[config.mk]
export PLATFORM = sky130hd
export DESIGN_NAME = ibis_tmds_recv
export DESIGN_NICKNAME = d
export VERILOG_FILES = /design/src/rtl/ibis_tmds_pkg.sv /design/src/rtl/ibis_tmds_symbol_decode.sv /design/src/rtl/ibis_tmds_recv.sv
export SDC_FILE = /design/constraint.sdc
export NUM_CORES = 1
export LEC_CHECK = 0
export BUFFER_PORTS_ARGS = -buffer_cell sky130_fd_sc_hd__buf_2
export CORE_MARGIN = 2
export CORE_UTILIZATION = 40
export CTS_CLUSTER_DIAMETER = 50
export DETAILED_ROUTE_END_ITERATION = 8
export REMOVE_ABC_BUFFERS = 1
export SKIP_CTS_REPAIR_TIMING = 1
export SLEW_MARGIN = 5
export SYNTH_ARGS = -nofsm -noshare
export SYNTH_HDL_FRONTEND = slang
export SYNTH_SLANG_ARGS = --single-unit
[constraint.sdc]
create_clock -name aclk -period 6.43 [get_ports aclk]
set_input_delay 0.3215 -clock aclk [delete_from_list [all_inputs] [get_ports aclk]]
set_output_delay 0.3215 -clock aclk [all_outputs]
set_load 0.005 [all_outputs]
[src/rtl/ibis_tmds_pkg.sv]
// ibis_tmds_pkg: shared TMDS lane constants, control tokens and receiver FSM encoding.
package ibis_tmds_pkg;
  localparam int SYM_W = 10;
  localparam logic [SYM_W-1:0] TOK_00 = 10'h354;
  localparam logic [SYM_W-1:0] TOK_01 = 10'h0AB;
  localparam logic [SYM_W-1:0] TOK_10 = 10'h154;
  localparam logic [SYM_W-1:0] TOK_11 = 10'h2AB;
  typedef enum logic [1:0] {SEARCH, VERIFY, LOCKED} state_e;
endpackage

[src/rtl/ibis_tmds_symbol_decode.sv]
// ibis_tmds_symbol_decode: maps one 10-bit TMDS symbol to token flag, control bits and pixel byte.
module ibis_tmds_symbol_decode
  import ibis_tmds_pkg::*;
(
  input  logic [SYM_W-1:0] q,
  output logic             is_token,
  output logic [1:0]       control,
  output logic [7:0]       data
);
  logic [7:0] t;
  always_comb begin
    t = q[9] ? ~q[7:0] : q[7:0];
    data = '0;
    data[0] = t[0];
    for (int i = 1; i < 8; i++) data[i] = q[8] ? t[i] ^ t[i-1] : ~(t[i] ^ t[i-1]);
    is_token = q == TOK_00 || q == TOK_01 || q == TOK_10 || q == TOK_11;
    control = q == TOK_01 ? 2'b01 : q == TOK_10 ? 2'b10 : q == TOK_11 ? 2'b11 : 2'b00;
  end
endmodule

[src/rtl/ibis_tmds_recv.sv]
// ibis_tmds_recv: one TMDS lane receiver; LSB-first deserialiser, token-based symbol
// alignment (SEARCH/VERIFY/LOCKED) and registered symbol decode.
module ibis_tmds_recv
  import ibis_tmds_pkg::*;
#(
  parameter int CTRL_RUN   = 8,
  parameter int LOSS_LIMIT = 4096
) (
  input  logic       aclk,
  input  logic       areset,
  input  logic       enable,
  input  logic       in_serial,
  output logic       out_valid,
  output logic       data_enable,
  output logic [1:0] control,
  output logic [7:0] data,
  output logic       locked
);
  localparam int RW = $clog2(CTRL_RUN + 1);
  localparam int LW = $clog2(LOSS_LIMIT + 1);
  // win[0] is the oldest bit, so only nine history bits need storing
  logic [8:0] sr_q, sr_d;
  logic [SYM_W-1:0] win;
  logic [3:0] phase_q, phase_d;
  logic [RW-1:0] run_q, run_d;
  logic [LW-1:0] loss_q, loss_d;
  state_e state_q, state_d;
  logic valid_q, valid_d, de_q, de_d, done, tok;
  logic [1:0] ctrl_q, ctrl_d, tok_ctrl;
  logic [7:0] data_q, data_d, tok_data;
  assign win = {in_serial, sr_q};
  ibis_tmds_symbol_decode u_dec (.q(win), .is_token(tok), .control(tok_ctrl), .data(tok_data));
  always_comb begin
    sr_d = enable ? win[9:1] : sr_q;
    done = enable && phase_q == 4'd9;
    phase_d = !enable ? phase_q : done ? 4'd0 : phase_q + 4'd1;
    state_d = state_q;
    run_d = run_q;
    loss_d = loss_q;
    valid_d = done && state_q == LOCKED;
    de_d = valid_d ? !tok : de_q;
    ctrl_d = valid_d && tok ? tok_ctrl : ctrl_q;
    data_d = valid_d && !tok ? tok_data : data_q;
    case (state_q)
      SEARCH: if (enable && tok) begin
        phase_d = '0;
        run_d = RW'(1);
        state_d = VERIFY;
      end
      VERIFY: if (done && !tok) begin
        run_d = '0;
        state_d = SEARCH;
      end else if (done) begin
        run_d = run_q + RW'(1);
        if (run_d == RW'(CTRL_RUN)) begin
          state_d = LOCKED;
          loss_d = '0;
        end
      end
      LOCKED: if (done) begin
        loss_d = tok ? '0 : loss_q + LW'(1);
        if (loss_d == LW'(LOSS_LIMIT)) begin
          state_d = SEARCH;
          run_d = '0;
        end
      end
      default: state_d = SEARCH;
    endcase
  end
  always_ff @(posedge aclk or posedge areset) begin
    if (areset) begin
      sr_q <= '0;
      phase_q <= '0;
      run_q <= '0;
      loss_q <= '0;
      state_q <= SEARCH;
      valid_q <= 1'b0;
      de_q <= 1'b0;
      ctrl_q <= '0;
      data_q <= '0;
    end else begin
      sr_q <= sr_d;
      phase_q <= phase_d;
      run_q <= run_d;
      loss_q <= loss_d;
      state_q <= state_d;
      valid_q <= valid_d;
      de_q <= de_d;
      ctrl_q <= ctrl_d;
      data_q <= data_d;
    end
  end
  assign out_valid = valid_q;
  assign data_enable = de_q;
  assign control = ctrl_q;
  assign data = data_q;
  assign locked = state_q == LOCKED;
endmodule

==> flow_metrics.py <==
metrics = {
    "outcome": {
        "status": "finished clean",
    },
    "synth": {
        "post-synth-top-area-fraction": 0.422,
        "syn_area_um2": 2610,
        "synth-simple-area-share": 0.208,
        "synthTopCellsByArea": "dfrtp_1, mux2_2, xnor2_1",
        "synth_compound_area_frac": 0.178,
        "synth_edf_count": 0,
        "synthAdderAreaFrac": 0.0384,
        "ys_async_sr_fraction": 1.00,
        "synthMuxAreaShare": 0.0595,
        "synthDistinctLibCells": 60,
        "synth_top_family_by_area": "simple AND/OR/NAND/NOR gates",
        "ys_seq_area_frac": 0.422,
        "synth_xor_area_frac": 0.0504,
        "yosysWarnings": 0,
        "postSynthCellCount": 268,
        "synth_area_leader_cell": "dfrtp_1",
        "synth_ff_type": "dfrtp_1",
        "ys_ff_latch": 44,
        "syn_area_per_cell_um2": 9.73,
    },
    "critical_path": {
        "end_kind": "register",
        "setup.worst_path.start_class": "register",
        "crit_chain": "inv_1 -> ha_1 -> and4b_1 -> nand2_1 -> inv_2 -> and3_1 -> nand2b_1 -> o41ai_1",
        "cp.buffers_inverters": 2,
        "slowest_stage": "and3_1",
        "rrSetupSlack_ns": 3.60,
        "cp_top_family": "simple AND/OR/NAND/NOR gates",
        "crit_fanout": 17,
        "cp_data_arrival_time_ns": 3.02,
        "required_ns": 6.62,
        "slowest_delay_ns": 0.53,
        "worstSetupPathType": "reg -> reg",
    },
    "final_layout": {
        "final_cell_mix": "dfrtp_1, nor2_1, o21ai_0",
        "nFillCells": 629,
        "final_core_util": 0.452,
        "fin_area_um2": 2860,
        "drive_above_1_share": 0.208,
        "area_growth_syn_to_layout_pct": 9.55,
        "n_antenna_cell": 0,
        "layout_commonest_cell": "dfrtp_1",
        "final_cells": 360,
        "layout.nets": 294,
    },
    "hold_path": {
        "hold_class": "in -> async",
    },
    "timing": {
        "hold_violations": 0,
        "worst_pin_slew_ns": 0.939,
        "rsz0062_at_grt": "false",
        "max_slew_margin": 0.373,
        "clock_skew_ns": 0.00335,
        "setup_ws_ns": 3.60,
        "finalSetupViolations": 0,
        "finalMaxSlewViolations": 0,
        "fmax_ghz": 0.354,
        "finalCriticalPeriod_ns": 2.83,
        "fin_setup_tns_ns": 0,
        "fin_crit_sh": 0.440,
    },
    "grt": {
        "antenna_found_initial": 0,
        "grt_pass1_vias": 1828,
        "grt_overflow": 0,
        "grt_max_degree": 45,
        "track_usage": 0.150,
        "grt_pass1_wl_mm": 8.74,
    },
    "cts": {
        "path_clk_slew_ns": 0.09,
        "clock_latency_ns": 0.30,
        "cts_tree": "yes",
        "htreeDepth": 2,
        "clockBufferDepth": 2,
        "cts_buffers": 5,
        "cts.sink_count": 44,
        "cts_root_buf": "clkbuf_8",
    },
    "detailed_routing": {
        "ant_nets": 0,
        "vias": 1979,
        "wl_per_cell_um": 14.1,
        "dr.pass1.iters": 6,
        "drc": 0,
        "via_per_inst": 5.50,
        "routed_wirelength_mm": 5.08,
        "first_iter_violations": 154,
    },
    "placement": {
        "port_buffers": 16,
        "place_ws_ns": 3.59,
        "place_congestion": 0.832,
        "placed_cell_area_um2": 2740,
        "dp.final_hpwl_mm": 3.45,
        "dp_cells": 352,
    },
    "pwr": {
        "powerDensity_nw_per_um2": 336,
        "irDropWorstVdd_v": 0.000176,
        "p_leak_uw": 0.00129,
    },
    "floorplan": {
        "ios": 17,
        "die_y_um": 84.7,
        "dieWidth_um": 84.7,
        "rows": 29,
        "dieArea_um2": 7180,
        "coreArea_um2": 6310,
        "start_util": 0.413,
    },
    "run": {
        "drv_cap": 0,
    },
}
==> flip-flops by register name, indices dropped and copies added, names as in the netlist <==
register / count
data_enable: 1
run_q: 4
out_valid: 1
state_q: 2
data: 8
phase_q: 4
sr_q: 9
control: 2
loss_q: 13
==> worst reg2reg max path, delay by kind of cell, from the launching register on <==
kind | cells | cell delay [ns]
buffers and inverters | 2 | 0.19
AOI/OAI and AO/OA | 1 | 0.47
DFF | 1 | 0.40
adders and majority gates | 1 | 0.18
and+or+nand+nor | 4 | 1.49
==> area by class of cell <==
| class | instances | area (µm²) | area share |
|---|---|---|---|
| clock buffers | 5 | 68.8 | 0.0241 |
| multi-input cells | 197 | 1390 | 0.488 |
| inverters | 17 | 63.8 | 0.0223 |
| flip-flops and latches | 44 | 1100 | 0.385 |
| repair buffers | 17 | 87.6 | 0.0307 |
| well taps | 77 | 96.3 | 0.0337 |
| clock inverters | 3 | 46.3 | 0.0162 |
==> power breakdown <==
group / switching (µW) / internal [µW]
clock network: 105 / 117
logic: 168 / 159
registers: 69.9 / 339
total: 343 / 615
==> cell families after synthesis <==
family	after synthesis
and+or+nand+nor	93
adders and majority gates	8
AOI/OAI and AO/OA	67
xor gates and xnor gates	15
DFF	44
buffers and inverters	27
muxes	14
==> worst paths after layout <==
kind,from,endpoint,cells after the start
setup / recovery,phase_q[1],loss_q[10],8
hold / removal,areset,loss_q[3],2
setup reg to reg,phase_q[1],loss_q[10],8
hold reg to reg,run_q[3],run_q[3],1
max in group asynchronous,areset,out_valid,2
min in group aclk,in_serial,sr_q[8],2
==> per-stage QoR <==
stage	total power, µW	hold WS, ns
3_3_place_gp	739	0.462
2_1_floorplan	661	0.430
6_report	959	0.226
5_1_grt	1030	0.311
4_1_cts	968	0.262
3_5_place_dp	744	0.463
==> cell usage after synthesis, drive strengths merged, types with 2 or more instances <==
| cell type | instances |
|---|---|
| a31o | 2 |
| nor2b | 2 |
| clkbuf | 4 |
| nand4b | 2 |
| nand2b | 2 |
| ha | 8 |
| mux2i | 2 |
| nor3b | 2 |
| nand3 | 7 |
| nor3 | 4 |
| o31ai | 5 |
| buf | 6 |
| inv | 17 |
| a21oi | 13 |
| o22ai | 2 |
| a21o | 2 |
| a31oi | 3 |
| o21ai | 25 |
| dfrtp | 44 |
| nand4 | 9 |
| and3 | 4 |
| or3 | 2 |
| and2 | 4 |
| mux2 | 12 |
| nand2 | 20 |
| xnor2 | 14 |
| o41ai | 5 |
| nor2 | 27 |
==> metal layers <==
layer  GRT usage  routed length (µm)  vias up
met5           0                   0        -
met4      0.0447                  44        0
met3      0.0315                 177        4
met2       0.233                2280       29
met1       0.210                2580      950
li1            -                   -      996
Note: power is estimated with default switching activity, not from simulation.
